### src/rtl/umai_traffic_gen_if.sv
// UMAI command/data bundle between the traffic generator (master) and the
// AIB slave-side port. Write command, write data, read command, read data.
interface umai_traffic_gen_if #(
    parameter int AddrWidth = 32,
    parameter int LenWidth  = 6,
    parameter int DataWidth = 512
);
    logic                 wcmd_valid;
    logic                 wcmd_ready;
    logic [AddrWidth-1:0] wcmd_addr;
    logic [LenWidth-1:0]  wcmd_len;
    logic                 wvalid;
    logic                 wready;
    logic [DataWidth-1:0] wdata;
    logic                 rcmd_valid;
    logic                 rcmd_ready;
    logic [AddrWidth-1:0] rcmd_addr;
    logic [LenWidth-1:0]  rcmd_len;
    logic                 rvalid;
    logic                 rready;
    logic [DataWidth-1:0] rdata;

    modport master (
        output wcmd_valid, wcmd_addr, wcmd_len, wvalid, wdata,
               rcmd_valid, rcmd_addr, rcmd_len, rready,
        input  wcmd_ready, wready, rcmd_ready, rvalid, rdata
    );

    modport slave (
        input  wcmd_valid, wcmd_addr, wcmd_len, wvalid, wdata,
               rcmd_valid, rcmd_addr, rcmd_len, rready,
        output wcmd_ready, wready, rcmd_ready, rvalid, rdata
    );
endinterface

### src/rtl/umai_traffic_gen.sv
// UMAI master traffic generator/checker for AIB channel bring-up.
// Issues a programmed number of write bursts, each followed by a read-back
// of the same address range; every read beat is compared against the
// pattern that was written and mismatches are counted (saturating).
// Optional macro UMAI_TG_LFSR_EN: pattern comes from a 32-bit Galois LFSR
// instead of the seed/burst/beat counter pattern.
module umai_traffic_gen #(
    parameter int AddrWidth = 32,
    parameter int LenWidth  = 6,
    parameter int DataWidth = 512,
    parameter int CntWidth  = 16
) (
    input  logic                 i_clk,
    input  logic                 i_rst_n,
    input  logic                 i_start,
    input  logic [AddrWidth-1:0] i_base_addr,
    input  logic [LenWidth-1:0]  i_len,
    input  logic [CntWidth-1:0]  i_num_bursts,
    input  logic [31:0]          i_seed,
    umai_traffic_gen_if.master   bus,
    output logic                 o_busy,
    output logic                 o_done,
    output logic                 o_pass,
    output logic [CntWidth-1:0]  o_err_cnt
);
    localparam int Words = DataWidth / 32;
    localparam int Bytes = DataWidth / 8;

    localparam logic [2:0] IDLE  = 3'd0;
    localparam logic [2:0] WCMD  = 3'd1;
    localparam logic [2:0] WDATA = 3'd2;
    localparam logic [2:0] RCMD  = 3'd3;
    localparam logic [2:0] RDATA = 3'd4;
    localparam logic [2:0] DONE  = 3'd5;

    logic [2:0]           state;
    logic [AddrWidth-1:0] addr_q;
    logic [LenWidth-1:0]  len_q;
    logic [LenWidth-1:0]  k_q;
    logic [CntWidth-1:0]  last_q;
    logic [CntWidth-1:0]  b_q;
    logic [CntWidth-1:0]  err_q;
    logic [31:0]          wword_q;
    logic [31:0]          cword_q;
    logic                 wcmd_valid_q;
    logic                 wvalid_q;
    logic                 rcmd_valid_q;
    logic                 rready_q;
    logic                 busy_q;
    logic                 done_q;
    logic                 pass_q;
`ifdef UMAI_TG_LFSR_EN
    logic [31:0]          snap_q;   // writer LFSR value at the start of the current burst
`else
    logic [31:0]          seed_q;
`endif

    // Step of the pattern generator: Galois LFSR (taps 32,22,2,1) or +1.
    function automatic logic [31:0] next_word(input logic [31:0] w);
`ifdef UMAI_TG_LFSR_EN
        next_word = {1'b0, w[31:1]} ^ (w[0] ? 32'h8020_0003 : 32'h0000_0000);
`else
        next_word = w + 32'd1;
`endif
    endfunction

    logic                 start_ok;
    logic [AddrWidth-1:0] stride;
    logic [CntWidth-1:0]  b_next;
    logic [CntWidth-1:0]  err_next;
    logic                 k_last;
    logic                 w_hs;
    logic                 r_beat;
    logic                 mismatch;

    // Handshake qualifiers, burst stride and the next error count.
    always_comb begin
        start_ok = i_start && (state == IDLE || state == DONE);
        stride   = (AddrWidth'(len_q) + AddrWidth'(1)) * AddrWidth'(Bytes);
        b_next   = b_q + CntWidth'(1);
        k_last   = (k_q == len_q);
        w_hs     = wvalid_q && bus.wready;
        r_beat   = rready_q && bus.rvalid;   // rready is only high in RDATA
        mismatch = (bus.rdata != {Words{cword_q}});
        err_next = err_q;
        if (r_beat && mismatch && (err_q != {CntWidth{1'b1}}))
            err_next = err_q + CntWidth'(1);
    end

    // Sequencer: write burst, read-back burst, repeat, then hold DONE.
    always_ff @(posedge i_clk or negedge i_rst_n) begin
        if (!i_rst_n) begin
            state        <= IDLE;
            addr_q       <= '0;
            len_q        <= '0;
            k_q          <= '0;
            last_q       <= '0;
            b_q          <= '0;
            err_q        <= '0;
            wword_q      <= '0;
            cword_q      <= '0;
            wcmd_valid_q <= 1'b0;
            wvalid_q     <= 1'b0;
            rcmd_valid_q <= 1'b0;
            rready_q     <= 1'b0;
            busy_q       <= 1'b0;
            done_q       <= 1'b0;
            pass_q       <= 1'b0;
`ifdef UMAI_TG_LFSR_EN
            snap_q       <= '0;
`else
            seed_q       <= '0;
`endif
        end else if (start_ok) begin
            addr_q       <= i_base_addr;
            len_q        <= i_len;
            last_q       <= (i_num_bursts == '0) ? '0 : i_num_bursts - CntWidth'(1);
            b_q          <= '0;
            k_q          <= '0;
            err_q        <= '0;
            busy_q       <= 1'b1;
            done_q       <= 1'b0;
            pass_q       <= 1'b0;
            wcmd_valid_q <= 1'b1;
            state        <= WCMD;
`ifdef UMAI_TG_LFSR_EN
            wword_q      <= (i_seed == 32'd0) ? 32'd1 : i_seed;
`else
            seed_q       <= i_seed;
            wword_q      <= i_seed;
`endif
        end else begin
            case (state)
                WCMD: if (bus.wcmd_ready) begin
                    wcmd_valid_q <= 1'b0;
                    wvalid_q     <= 1'b1;
                    state        <= WDATA;
`ifdef UMAI_TG_LFSR_EN
                    snap_q       <= wword_q;
`endif
                end
                WDATA: if (w_hs) begin
                    wword_q <= next_word(wword_q);
                    if (k_last) begin
                        k_q          <= '0;
                        wvalid_q     <= 1'b0;
                        rcmd_valid_q <= 1'b1;
                        state        <= RCMD;
                    end else begin
                        k_q <= k_q + LenWidth'(1);
                    end
                end
                RCMD: if (bus.rcmd_ready) begin
                    rcmd_valid_q <= 1'b0;
                    rready_q     <= 1'b1;
                    state        <= RDATA;
`ifdef UMAI_TG_LFSR_EN
                    cword_q      <= snap_q;
`else
                    cword_q      <= seed_q + (32'(b_q) << 8);
`endif
                end
                RDATA: if (r_beat) begin
                    err_q   <= err_next;
                    cword_q <= next_word(cword_q);
                    if (k_last) begin
                        k_q      <= '0;
                        rready_q <= 1'b0;
                        if (b_q == last_q) begin
                            state  <= DONE;
                            busy_q <= 1'b0;
                            done_q <= 1'b1;
                            pass_q <= (err_next == '0);
                        end else begin
                            b_q          <= b_next;
                            addr_q       <= addr_q + stride;
                            wcmd_valid_q <= 1'b1;
                            state        <= WCMD;
`ifndef UMAI_TG_LFSR_EN
                            wword_q      <= seed_q + (32'(b_next) << 8);
`endif
                        end
                    end else begin
                        k_q <= k_q + LenWidth'(1);
                    end
                end
                default: ;
            endcase
        end
    end

    assign bus.wcmd_valid = wcmd_valid_q;
    assign bus.wcmd_addr  = addr_q;
    assign bus.wcmd_len   = len_q;
    assign bus.wvalid     = wvalid_q;
    assign bus.wdata      = {Words{wword_q}};
    assign bus.rcmd_valid = rcmd_valid_q;
    assign bus.rcmd_addr  = addr_q;
    assign bus.rcmd_len   = len_q;
    assign bus.rready     = rready_q;
    assign o_busy         = busy_q;
    assign o_done         = done_q;
    assign o_pass         = pass_q;
    assign o_err_cnt      = err_q;
endmodule

### src/flat_wrapper.sv
// flat-port wrapper written by rule: the top's interface ports become plain ports
module umai_traffic_gen_flat 
#(
    parameter int AddrWidth = 32,
    parameter int LenWidth  = 6,
    parameter int DataWidth = 512,
    parameter int CntWidth  = 16
)
  (i_clk, i_rst_n, i_start, i_base_addr, i_len, i_num_bursts, i_seed, o_busy, o_done, o_pass, o_err_cnt, bus_wcmd_valid, bus_wcmd_addr, bus_wcmd_len, bus_wvalid, bus_wdata, bus_rcmd_valid, bus_rcmd_addr, bus_rcmd_len, bus_rready, bus_wcmd_ready, bus_wready, bus_rcmd_ready, bus_rvalid, bus_rdata);
  umai_traffic_gen_if #(.AddrWidth(AddrWidth), .LenWidth(LenWidth), .DataWidth(DataWidth)) bus_i ();
  input  logic i_clk;
  input  logic i_rst_n;
  input  logic i_start;
  input  logic [AddrWidth-1:0] i_base_addr;
  input  logic [LenWidth-1:0] i_len;
  input  logic [CntWidth-1:0] i_num_bursts;
  input  logic [31:0] i_seed;
  output logic o_busy;
  output logic o_done;
  output logic o_pass;
  output logic [CntWidth-1:0] o_err_cnt;
  output wire logic [$bits(bus_i.wcmd_valid)-1:0] bus_wcmd_valid;
  output wire logic [$bits(bus_i.wcmd_addr)-1:0] bus_wcmd_addr;
  output wire logic [$bits(bus_i.wcmd_len)-1:0] bus_wcmd_len;
  output wire logic [$bits(bus_i.wvalid)-1:0] bus_wvalid;
  output wire logic [$bits(bus_i.wdata)-1:0] bus_wdata;
  output wire logic [$bits(bus_i.rcmd_valid)-1:0] bus_rcmd_valid;
  output wire logic [$bits(bus_i.rcmd_addr)-1:0] bus_rcmd_addr;
  output wire logic [$bits(bus_i.rcmd_len)-1:0] bus_rcmd_len;
  output wire logic [$bits(bus_i.rready)-1:0] bus_rready;
  input wire logic [$bits(bus_i.wcmd_ready)-1:0] bus_wcmd_ready;
  input wire logic [$bits(bus_i.wready)-1:0] bus_wready;
  input wire logic [$bits(bus_i.rcmd_ready)-1:0] bus_rcmd_ready;
  input wire logic [$bits(bus_i.rvalid)-1:0] bus_rvalid;
  input wire logic [$bits(bus_i.rdata)-1:0] bus_rdata;
  assign bus_wcmd_valid = bus_i.wcmd_valid;
  assign bus_wcmd_addr = bus_i.wcmd_addr;
  assign bus_wcmd_len = bus_i.wcmd_len;
  assign bus_wvalid = bus_i.wvalid;
  assign bus_wdata = bus_i.wdata;
  assign bus_rcmd_valid = bus_i.rcmd_valid;
  assign bus_rcmd_addr = bus_i.rcmd_addr;
  assign bus_rcmd_len = bus_i.rcmd_len;
  assign bus_rready = bus_i.rready;
  assign bus_i.wcmd_ready = bus_wcmd_ready;
  assign bus_i.wready = bus_wready;
  assign bus_i.rcmd_ready = bus_rcmd_ready;
  assign bus_i.rvalid = bus_rvalid;
  assign bus_i.rdata = bus_rdata;
  umai_traffic_gen #(.AddrWidth(AddrWidth), .LenWidth(LenWidth), .DataWidth(DataWidth), .CntWidth(CntWidth)) u_core (.i_clk(i_clk), .i_rst_n(i_rst_n), .i_start(i_start), .i_base_addr(i_base_addr), .i_len(i_len), .i_num_bursts(i_num_bursts), .i_seed(i_seed), .bus(bus_i), .o_busy(o_busy), .o_done(o_done), .o_pass(o_pass), .o_err_cnt(o_err_cnt));
endmodule
### config.mk
export PLATFORM = sky130hd
export DESIGN_NAME = umai_traffic_gen_flat
export DESIGN_NICKNAME = d
export VERILOG_FILES = /design/src/rtl/umai_traffic_gen_if.sv /design/src/rtl/umai_traffic_gen.sv /design/src/flat_wrapper.sv
export SDC_FILE = /design/constraint.sdc
export NUM_CORES = 1
export LEC_CHECK = 0
export CAP_MARGIN = 15
export CELL_PAD_IN_SITES_DETAIL_PLACEMENT = 0
export CELL_PAD_IN_SITES_GLOBAL_PLACEMENT = 1
export CORE_AREA = 3 3 469 471
export CTS_CLUSTER_SIZE = 12
export DETAILED_ROUTE_END_ITERATION = 7
export DIE_AREA = 0 0 472 474
export PLACE_DENSITY_LB_ADDON = 0.1
export REMOVE_ABC_BUFFERS = 1
export SLEW_MARGIN = 10
export SYNTH_ARGS = -nofsm -noshare
export SYNTH_HDL_FRONTEND = slang
export SYNTH_SLANG_ARGS = --single-unit
### constraint.sdc
create_clock -name i_clk -period 4.8 [get_ports i_clk]
set_input_delay 1.2 -clock i_clk [delete_from_list [all_inputs] [get_ports i_clk]]
set_output_delay 1.2 -clock i_clk [all_outputs]
set_load 0.005 [all_outputs]
==> metrics.txt, run 1 <==
status finished, final reports clean; Core Rows 171; Critical Path AT 5030 ps; endpoint kind of the worst setup timing path flop; Synth top area share 23.2%; pin count of the biggest net entering global routing 79; Power, Total 0.00413 W; die width 472 um; CTS clk-pin slew, worst paths 90 ps; commonest cells in the synthesized netlist buf_4 (518), nand2_1 (308), dfrtp_1 (198); most numerous cell in the Yosys netlist buf_4; DRT Pass-1 Iters 5; synth top area cells dfrtp_1 (23%), buf_4 (18%), xnor2_1 (7.7%); Pleak 13.1 nW; fin crit share 95.3%; Area growth syn-to-layout 62.1%; Synth cell types 73; syn avg cell area 7.72 um2; Clock Skew 37.1 ps; crit-path max FO 6; Post-synth EDFFs 0; Mapped Area 21,300 um2; RSZ-0062 raised after global routing no; Post-Syn Instances 2,765; fraction of layout cells with a size suffix above 1 5.99%; yosys warns 0; first-pass GRT wire length 217,000 um; non-filler cells, final 6,379; Hold Buf Count CTS 0; Final Slew Violations 0; total gr overflow 0; ys flop type dfrtp_1; worst skew pair latency 550 ps; drt drc 0; Seq/Total Area, Yosys 23.2%; final setup vio count 0; Fmax 219 MHz; via count 22,500; post-DP HPWL 139,000 um; Req. time, crit path 5260 ps; DR vias/cell 3.53; Max Cap Viol 0; ANT nets after route 0; DP Cell Count 6,328; Slew @ Worst Pin 1020 ps; Worst slew margin 31.9%; IO buf count 1,215; Synth area leader dfrtp_1; Power Dens Cells 119 nW/um2; asr flop ratio synth 100%; Die Area 224,000 um2; drt first-iter violations 1,048; Die Ht 474 um; post-synthesis sequential element count 198; clk buf depth 2; initial antenna violation count 83; VDD IR max 0.236 mV; number of I/O pins 1,216; CTS tree done; initial core utilization 9.86%; Crit Path Class input port to flop; RD Place Congestion 0.772; Root Buffer clkbuf_16; # nets final 4,148; clock sinks 198; core area 217,000 um2; CP Launch Type input port; vias in the first global route 23,600; CTS buffer count 17; worst hold path class flop to flop; Final min period 4580 ps; Total Routed Length 164,000 um; Max H-tree Level 4; WL/cell 25.7 um; Global Route Usage Sum 14.1%; Final Hold Fails 0
-- cell type report --
| cell class | instances | area, um2 |
|---|---|---|
| Timing Repair Buffer | 1362 | 13400 |
| Tap cell | 2854 | 3570 |
| Fill cell | 24600 | 182000 |
| Clock buffer | 18 | 429 |
| Sequential cell | 198 | 4960 |
| Inverter | 44 | 165 |
| Multi-Input combinational cell | 1870 | 11900 |
| Antenna cell | 19 | 47.5 |
| Clock inverter | 14 | 164 |
-- worst paths after layout --
| path | startpoint | endpoint | slack (ps) | depth (start not counted) |
|---|---|---|---|---|
| max in group asynchronous | i_rst_n | u_core.o_err_cnt[10] | 3230 | 2 |
| hold reg to reg | u_core.o_busy | u_core.o_busy | 490 | 2 |
| setup reg to reg | u_core.b_q[0] | u_core.wword_q[30] | 490 | 13 |
| min in group asynchronous | i_rst_n | u_core.bus.rcmd_addr[16] | 580 | 1 |
| hold / removal | u_core.o_busy | u_core.o_busy | 490 | 2 |
| setup / recovery | bus_rdata[84] | u_core.o_pass | 220 | 13 |
-- stage by stage --
stage	TNS, ps	worst slack (ps)	utilization (%)	instance area (um2)	hold WS [ps]
after CTS	0	129	16.0	34600	497
final	0	224	16.0	34600	494
after floorplan	-2920	-322	-	16900	463
after detailed placement	-4860	-492	15.7	34000	473
after global placement	-6070	-518	15.7	34000	475
after global routing	0	70.0	16.0	34600	539
-- what timing repair did --
item | in CTS | in global routing
resized for setup | 0 | 1
hold endpoints to repair | 0 | 0
setup buffers | 0 | 0
setup endpoints to repair | 0 | 1
-- power breakdown --
part	internal [W]	switching, W	total (W)
sequential	0.00167	0	0.00167
clock	0.000784	0.000879	0.00166
combinational	0.000523	0.000279	0.000802
-- state kept, by name, indices dropped and copies added, names as in the netlist, 3 cells and up --
name	count
u_core.seed_q	32
u_core.b_q	16
u_core.k_q	6
u_core.last_q	16
u_core.wword_q	32
u_core.o_err_cnt	16
u_core.cword_q	32
u_core.bus.rcmd_addr	32
u_core.bus.rcmd_len	6
u_core.state	3
-- per-layer routing --
layer	routed length, um	GRT usage (%)
met2	83900	25.8
met5	417	0
met3	11500	4.40
met1	67000	16.2
met4	1330	2.05
-- worst max-delay path, stage by stage --
cell,delay (ps)
clkdlybuf4s50_1,440
or4_1,510
a22oi_1,210
buf_4,190
nand4_1,100
or4_1,690
nor4_2,350
buf_4,210
nand3_1,260
a311oi_1,300
a41oi_1,90
a2111o_1,360
o21ai_1,120
-- cell usage in the layout, fill, tap and decap left out, types with 57 or more instances in the layout --
cell / instances
nor2_1: 127
xnor2_1: 188
clkdlybuf4s50_1: 1214
nand3_1: 111
dfrtp_1: 190
buf_4: 136
xor2_1: 135
and3_1: 104
o21ai_0: 129
a21oi_1: 86
o22ai_1: 57
nand4_1: 88
nand2_1: 308
nor3_1: 95
-- logic make-up after synthesis --
| kind of cell | share of synthesized area (%) |
|---|---|
| muxes | 1.33 |
| AOI/OAI and AO/OA | 13.5 |
| xor gates and xnor gates | 13.3 |
| DFF | 23.2 |
| and+or+nand+nor | 24.2 |
| buffers and inverters | 21.5 |
| adders and majority gates | 3.04 |
Power figures use the tool's default switching activity.
==> inputs of run 2 (changes only) <==
clock period = 4.5 ns   (was 4.8 ns; I/O delays follow)
==> metrics.txt, run 2 (synthesis gave the netlist of run 1 again) <==
status finished, final reports clean; CTS buffer count 17; fin crit share 95.8%; DR vias/cell 3.54; Post-Route Utilization 16.1%; fraction of layout cells with a size suffix above 1 6.66%; Die Ht 474 um; Root Buffer clkbuf_16; first-pass GRT wire length 215,000 um; post-CTS setup buffers 0; Worst Hold Path Cells 2; reg2reg end u_core.wword_q[26]; Final Hold Fails 0; CTS tree done; WL/cell 25.4 um; CTS clk-pin slew, worst paths 90 ps; critical path's top delay family simple AND/OR/NAND/NOR gates; most common cell after layout, fill and taps aside clkdlybuf4s50_1; Clock Skew 20.1 ps; total gr overflow 0; via count 22,700; critical path's slowest cell or4_1; worst skew pair latency 540 ps; # nets final 4,170; DRT Pass-1 Iters 7; Pleak 13.2 nW; Req. time, crit path 4960 ps; Max H-tree Level 4; vias in the first global route 23,500; Crit path buffers/inverters 3; Total Routed Length 163,000 um; final setup vio count 0; Area growth syn-to-layout 63.4%; clock sinks 198; Hold EP u_core.o_busy; Die Area 224,000 um2; RSZ-0062 raised after global routing no; Slowest Stage Delay on Critical Path 550 ps; IO buf count 1,215; Crit Path Class input port to flop; R2R cell count 14; Max Cap Viol 0; core area 217,000 um2; drt drc 0; worst path cell trace clkdlybuf4s50_1, or4_1, nor3_1, o2111ai_1, or4_1, buf_4, nor4_4, buf_12, a311oi_1, mux2_2, a2111oi_2, o2111ai_1, o21ai_1; VDD IR max 0.349 mV; number of I/O pins 1,216; Slew @ Worst Pin 912 ps; die width 472 um; Final min period 4310 ps; worst hold path class flop to flop; Power, Total 0.00436 W; initial core utilization 9.86%; initial antenna violation count 89; R2R Path Start u_core.b_q[0]; endpoint kind of the worst setup timing path flop; Critical Path AT 4770 ps; Power Dens Cells 125 nW/um2; drt first-iter violations 1,055; CP Launch Type input port; HP Start u_core.o_busy; Final Slew Violations 0; clk buf depth 2; Global Route Usage Sum 14.0%; RD Place Congestion 0.779; Fmax 232 MHz; post-DP HPWL 139,000 um; most frequent cells in the layout clkdlybuf4s50_1 (1,214), nand2_1 (308), dfrtp_1 (189); Core Rows 171; R2R Setup Slk 370 ps; Worst slew margin 39.2%; crit-path max FO 5; ANT nets after route 0; pin count of the biggest net entering global routing 66
## run 2: cell types whose count changed in the layout (fill, tap and decap cells not counted), moves of 2 or more
cell        before  now
clkbuf_8         0    3
nor2_1         127  125
clkbuf_1         1    3
clkinv_4         0    2
clkinvlp_4       4    2
buf_12          11   19
inv_8            3    0
nor2_2           1    3
buf_4          136  150
diode_2         19   21
## run 2: how the worst max path moves through the flow
stage	start	endpoint	slack, ps	depth (start not counted)
floorplan	u_core.state[0]	u_core.bus.rcmd_addr[26]	-620	9
global placement	bus_rdata[347]	u_core.o_err_cnt[8]	-760	16
detailed placement	bus_rdata[347]	u_core.o_pass	-740	14
CTS	bus_rdata[86]	u_core.o_pass	20	14
global route	u_core.b_q[0]	u_core.wword_q[30]	30	15
finish	bus_rdata[25]	u_core.o_pass	190	13
## run 2: timing repair
| item | in CTS | in global routing |
|---|---|---|
| endpoints found under the setup margin | 7 | 9 |
| pin swaps | 0 | 2 |
| hold buffers | 0 | 0 |
| gates resized for setup | 4 | 3 |
## run 2: where the power goes
group | leakage (nW) | internal [W] | switching [W] | total [W]
combinational | 10.4 | 0.000562 | 0.000299 | 0.000862
sequential | 2.61 | 0.00178 | 0 | 0.00178
clock | 0.271 | 0.000813 | 0.000904 | 0.00172
total | 13.2 | 0.00315 | 0.00120 | 0.00436
## run 2: metrics by stage
step	setup TNS (ps)	hold WS [ps]	area (um2)	std cells	setup slack [ps]
final	0	487	34900	6402	189
after global placement	-8960	474	34200	6350	-757
after floorplan	-7750	463	16900	2112	-622
after CTS	0	481	34800	6381	18.4
after detailed placement	-8510	475	34200	6350	-744
after global routing	0	506	34800	6387	34.7
## run 2: worst reg2reg max path: cells and delay by family (launching register included)
kind / cells / cell delay (ps)
compound gates: 8 / 1990
xor+xnor: 1 / 250
fa+ha+maj: 2 / 850
buf+inv: 2 / 340
flops: 1 / 500
simple gates: 1 / 50
## run 2: cell type report
| class | instances | area [um2] |
|---|---|---|
| antenna | 21 | 52.6 |
| tap | 2854 | 3570 |
| timing repair buffer | 1384 | 13700 |
| inverter | 44 | 165 |
| clock inverter | 8 | 88.8 |
| multi-input combinational | 1870 | 11900 |
| clock buffer | 23 | 478 |
| sequential | 198 | 4970 |
| fill | 24600 | 182000 |
## run 2: layer usage
metal / routed length (um) / vias to the layer above / track usage, %
li1: - / 10800 / -
met1: 66200 / 10800 / 16.2
met2: 82200 / 829 / 25.2
met3: 11800 / 163 / 4.59
met4: 2170 / 66 / 2.40
met5: 413 / - / 0
==> inputs of run 3 (changes only) <==
ABC_CLOCK_PERIOD_IN_PS = 4500   (was default)
==> results of run 3 <==
Final layout, timing and power as in run 2 (identical DEF).
==> RTL change 1 (config.mk and constraints of run 3) <==
`DataWidth` is set to 512 in 3 places; all go to 256.
--- a/src/rtl/umai_traffic_gen_if.sv
+++ b/src/rtl/umai_traffic_gen_if.sv
@@ -5,3 +5,3 @@
     parameter int LenWidth  = 6,
-    parameter int DataWidth = 512
+    parameter int DataWidth = 256
 );
--- a/src/rtl/umai_traffic_gen.sv
+++ b/src/rtl/umai_traffic_gen.sv
@@ -9,3 +9,3 @@
     parameter int LenWidth  = 6,
-    parameter int DataWidth = 512,
+    parameter int DataWidth = 256,
     parameter int CntWidth  = 16
--- a/src/flat_wrapper.sv
+++ b/src/flat_wrapper.sv
@@ -5,3 +5,3 @@
     parameter int LenWidth  = 6,
-    parameter int DataWidth = 512,
+    parameter int DataWidth = 256,
     parameter int CntWidth  = 16
Ports: changed (resized bus_rdata and bus_wdata); port bits go from 1216 to 704. No check against the original RTL was run, so the function may have changed too.
==> RTL change 1 against run 3 <==
Synthesized area fell by 19%; first-iteration DRC count fell by 16%; final area is 22% lower; sequential cell count did not move; count of clock-buffer cells in the layout is 5 lower; wire length decreased by 27%; critical path depth grew 1; worst setup slack better by 0.014 ns; sequential share of layout area is 3.9 points higher; fmax increased by 0.33%; register-to-register slack better by 0.05 ns; largest cell class is now multi-input combinational cells; critical endpoint unchanged.
Power is left out: it rests on default switching activity, and per cell area and clock period it moved more than threefold.
==> RTL change 1: results (changes against run 3) <==
stage	metric	value	unit	change
run_status	run status	completed		
synth	Distinct cells, synth	75		+2.7%
placed_design	cell count after placement	5501		-13%
clock_network	# resized after CTS	0		-4
finish	number of diodes	13		-38%
finish	nets	3069		-26%
synth	synth top area cells	dfrtp_1 (29%), buf_4 (11%), xnor2_1 (7.6%)		
finish	Final clock-cell share	2.21	%	+0.59 points
finish	Inverters, non-clock	37		-16%
grt	Global Route met3 Usage	2.68	%	-1.9 points
worst_setup_path	Worst path max stage delay	0.47	ns	-0.08 ns
finish	layout cell share with drive strength beyond 1	7.69	%	+1.0 points
grt	first-pass GRT wire length	162000	um	-25%
worst_setup_path	critical path's top delay family	compound AO/OA/AOI/OAI gates		
placed_design	hpwl dp	96700	um	-30%
finish	Repair and plain buffers	843		-39%
grt	met1 Track Usage GR	13.0	%	-3.1 points
drt	TritonRoute pass-1 iters	5		-2
worst_setup_path	WP data arrival	4.75	ns	-0.02 ns
placed_design	pre-CTS WS	-0.394	ns	+0.350 ns
placed_design	Port Buffer Count	703		-42%
sta	Slew headroom	46.3	%	+7.1 points
worst_setup_path	critical-path maximum fanout	8		+3
synth	Adder-Cell Fraction of Synth Area	4.05	%	+1.0 points
finish	Fill cells	24900		+1.1%
finish	multi-input gates	1569		-16%
grt	number of global-route vias before repair	18500		-22%
min_path	Worst Hold Class	in2async		
grt	total track usage	10.3	%	-3.6 points
finish	multi-input combinational area share	35.8	%	+1.8 points
grt	M2 GR Usage	17.9	%	-7.3 points
placed_design	GPL Wtd Cong	0.753		-3.3%
drt	via/cell ratio	3.13		-12%
## RTL change 1: routing by layer
layer | share of wire, % | vias up
met4 | 0.97 | 28
met3 | 5.3 | 78
li1 | - | 8413
met1 | 45 | 8294
met2 | 48 | 559
met5 | 0.14 | -
## RTL change 1: path summary, 6_finish.rpt
kind	startpoint	endpoint	slack, ns	cells past startpoint
max	bus_rdata[130]	u_core.o_pass$_DFFE_PN0P_	0.20	14
min	i_rst_n	u_core.o_err_cnt[7]$_DFFE_PN0P_	0.50	1
max reg2reg	u_core.b_q[0]$_DFFE_PN0P_	u_core.wword_q[25]$_DFFE_PN0P_	0.42	14
min reg2reg	u_core.cword_q[28]$_DFFE_PN0P_	u_core.cword_q[28]$_DFFE_PN0P_	0.50	1
max in group asynchronous	i_rst_n	u_core.bus.rcmd_addr[2]$_DFFE_PN0P_	2.88	2
min in group i_clk	u_core.cword_q[28]$_DFFE_PN0P_	u_core.cword_q[28]$_DFFE_PN0P_	0.50	1
==> RTL change 2 (flow settings as in run 3) <==
Without the edit above. Reset style: synchronous (`i_rst_n`), changed in one clocked block.
--- a/src/rtl/umai_traffic_gen.sv
+++ b/src/rtl/umai_traffic_gen.sv
@@ -90,3 +90,3 @@
     // Sequencer: write burst, read-back burst, repeat, then hold DONE.
-    always_ff @(posedge i_clk or negedge i_rst_n) begin
+    always_ff @(posedge i_clk) begin
         if (!i_rst_n) begin
Behaviour: differs if i_rst_n is asserted again (counterexample within 4 cycles, from zero or initial values and one cycle with i_rst_n low); with i_rst_n held inactive, the same outputs for 4 cycles.
==> RTL change 2 against run 3 <==
Wire length is 2.1% higher; worst setup slack worse by 0.018 ns; sequential cell count stayed put; final area is 1.7% lower; synthesized area is 2.0% lower; highest routed layer unchanged; fmax is 0.41% lower.
Power is not compared: it rests on default switching activity, and its combinational part moved more than twofold at a synthesized area within 25%.
==> RTL change 2: results (changes against run 3) <==
stage	metric	value	unit	change
finish	Inverters, non-clock	38		-14%
finish	Fill cells	24700		+0.30%
worst_setup_path	WP data arrival	4.75	ns	-0.02 ns
grt	largest net degree at the start of global routing	54		-18%
synth	most frequent cells after synthesis	buf_4 (518), nand2_1 (241), xor2_1 (199), dfxtp_1 (198), nor2_1 (193)		
synth	sequential area share after synthesis	18.9	%	-4.3 points
placed_design	cell count after placement	6397		+0.74%
placed_design	DP Area	33600	um2	-2.0%
run_status	run status	completed		
drt	metal2 WL	85100	um	+3.6%
grt	first-pass GRT wire length	218000	um	+1.2%
placed_design	GPL Wtd Cong	0.761		-2.3%
worst_setup_path	Setup crit start	bus_rdata[317]		
min_path	Hold Crit Start	u_core.o_done$_SDFFE_PP0P_		
finish	Repair and plain buffers	1376		-0.58%
worst_setup_path	worst reg2reg startpoint	u_core.cword_q[30]$_SDFFE_PN0P_		
finish	multi-input logic area	12300	um2	+3.7%
grt	total track usage	14.3	%	+0.31 points
finish	multi-input gates	1931		+3.3%
worst_setup_path	critical-path maximum fanout	7		+2
sta	clk_skew	0.0248	ns	+0.00472 ns
placed_design	hpwl dp	141000	um	+1.4%
grt	Global Route met3 Usage	3.76	%	-0.83 points
finish	layout cell share with drive strength beyond 1	6.77	%	+0.11 points
finish	Non-clock buffer share	39.5	%	+0.30 points
==> RTL change 2: path summary, 6_finish.rpt <==
check	to	slack [ns]
max reg2reg	u_core.o_pass$_SDFFE_PP0P_	0.53
max	u_core.o_pass$_SDFFE_PP0P_	0.17
min	u_core.o_done$_SDFFE_PP0P_	0.48
min reg2reg	u_core.o_done$_SDFFE_PP0P_	0.48
==> RTL change 2: logic make-up (layout without fill, tap and decap cells) <==
group | count (synthesis) | count (layout) | share of synthesized area [%]
simple gates | 995 | 995 | 24.0
buf+inv | 709 | 1446 | 22.3
compound gates | 485 | 485 | 14.6
xor+xnor | 370 | 370 | 15.5
flops | 198 | 198 | 18.9
fa+ha+maj | 51 | 51 | 3.16
mux | 30 | 30 | 1.47
other cells | 0 | 24 | 0
==> RTL change 2: repair_timing <==
action                     4_1_cts  5_1_grt
setup endpoints to repair        8        1
setup buffers                    0        0
hold endpoints to repair         0        0
gates resized for setup          3        0
pin swaps                        0        1
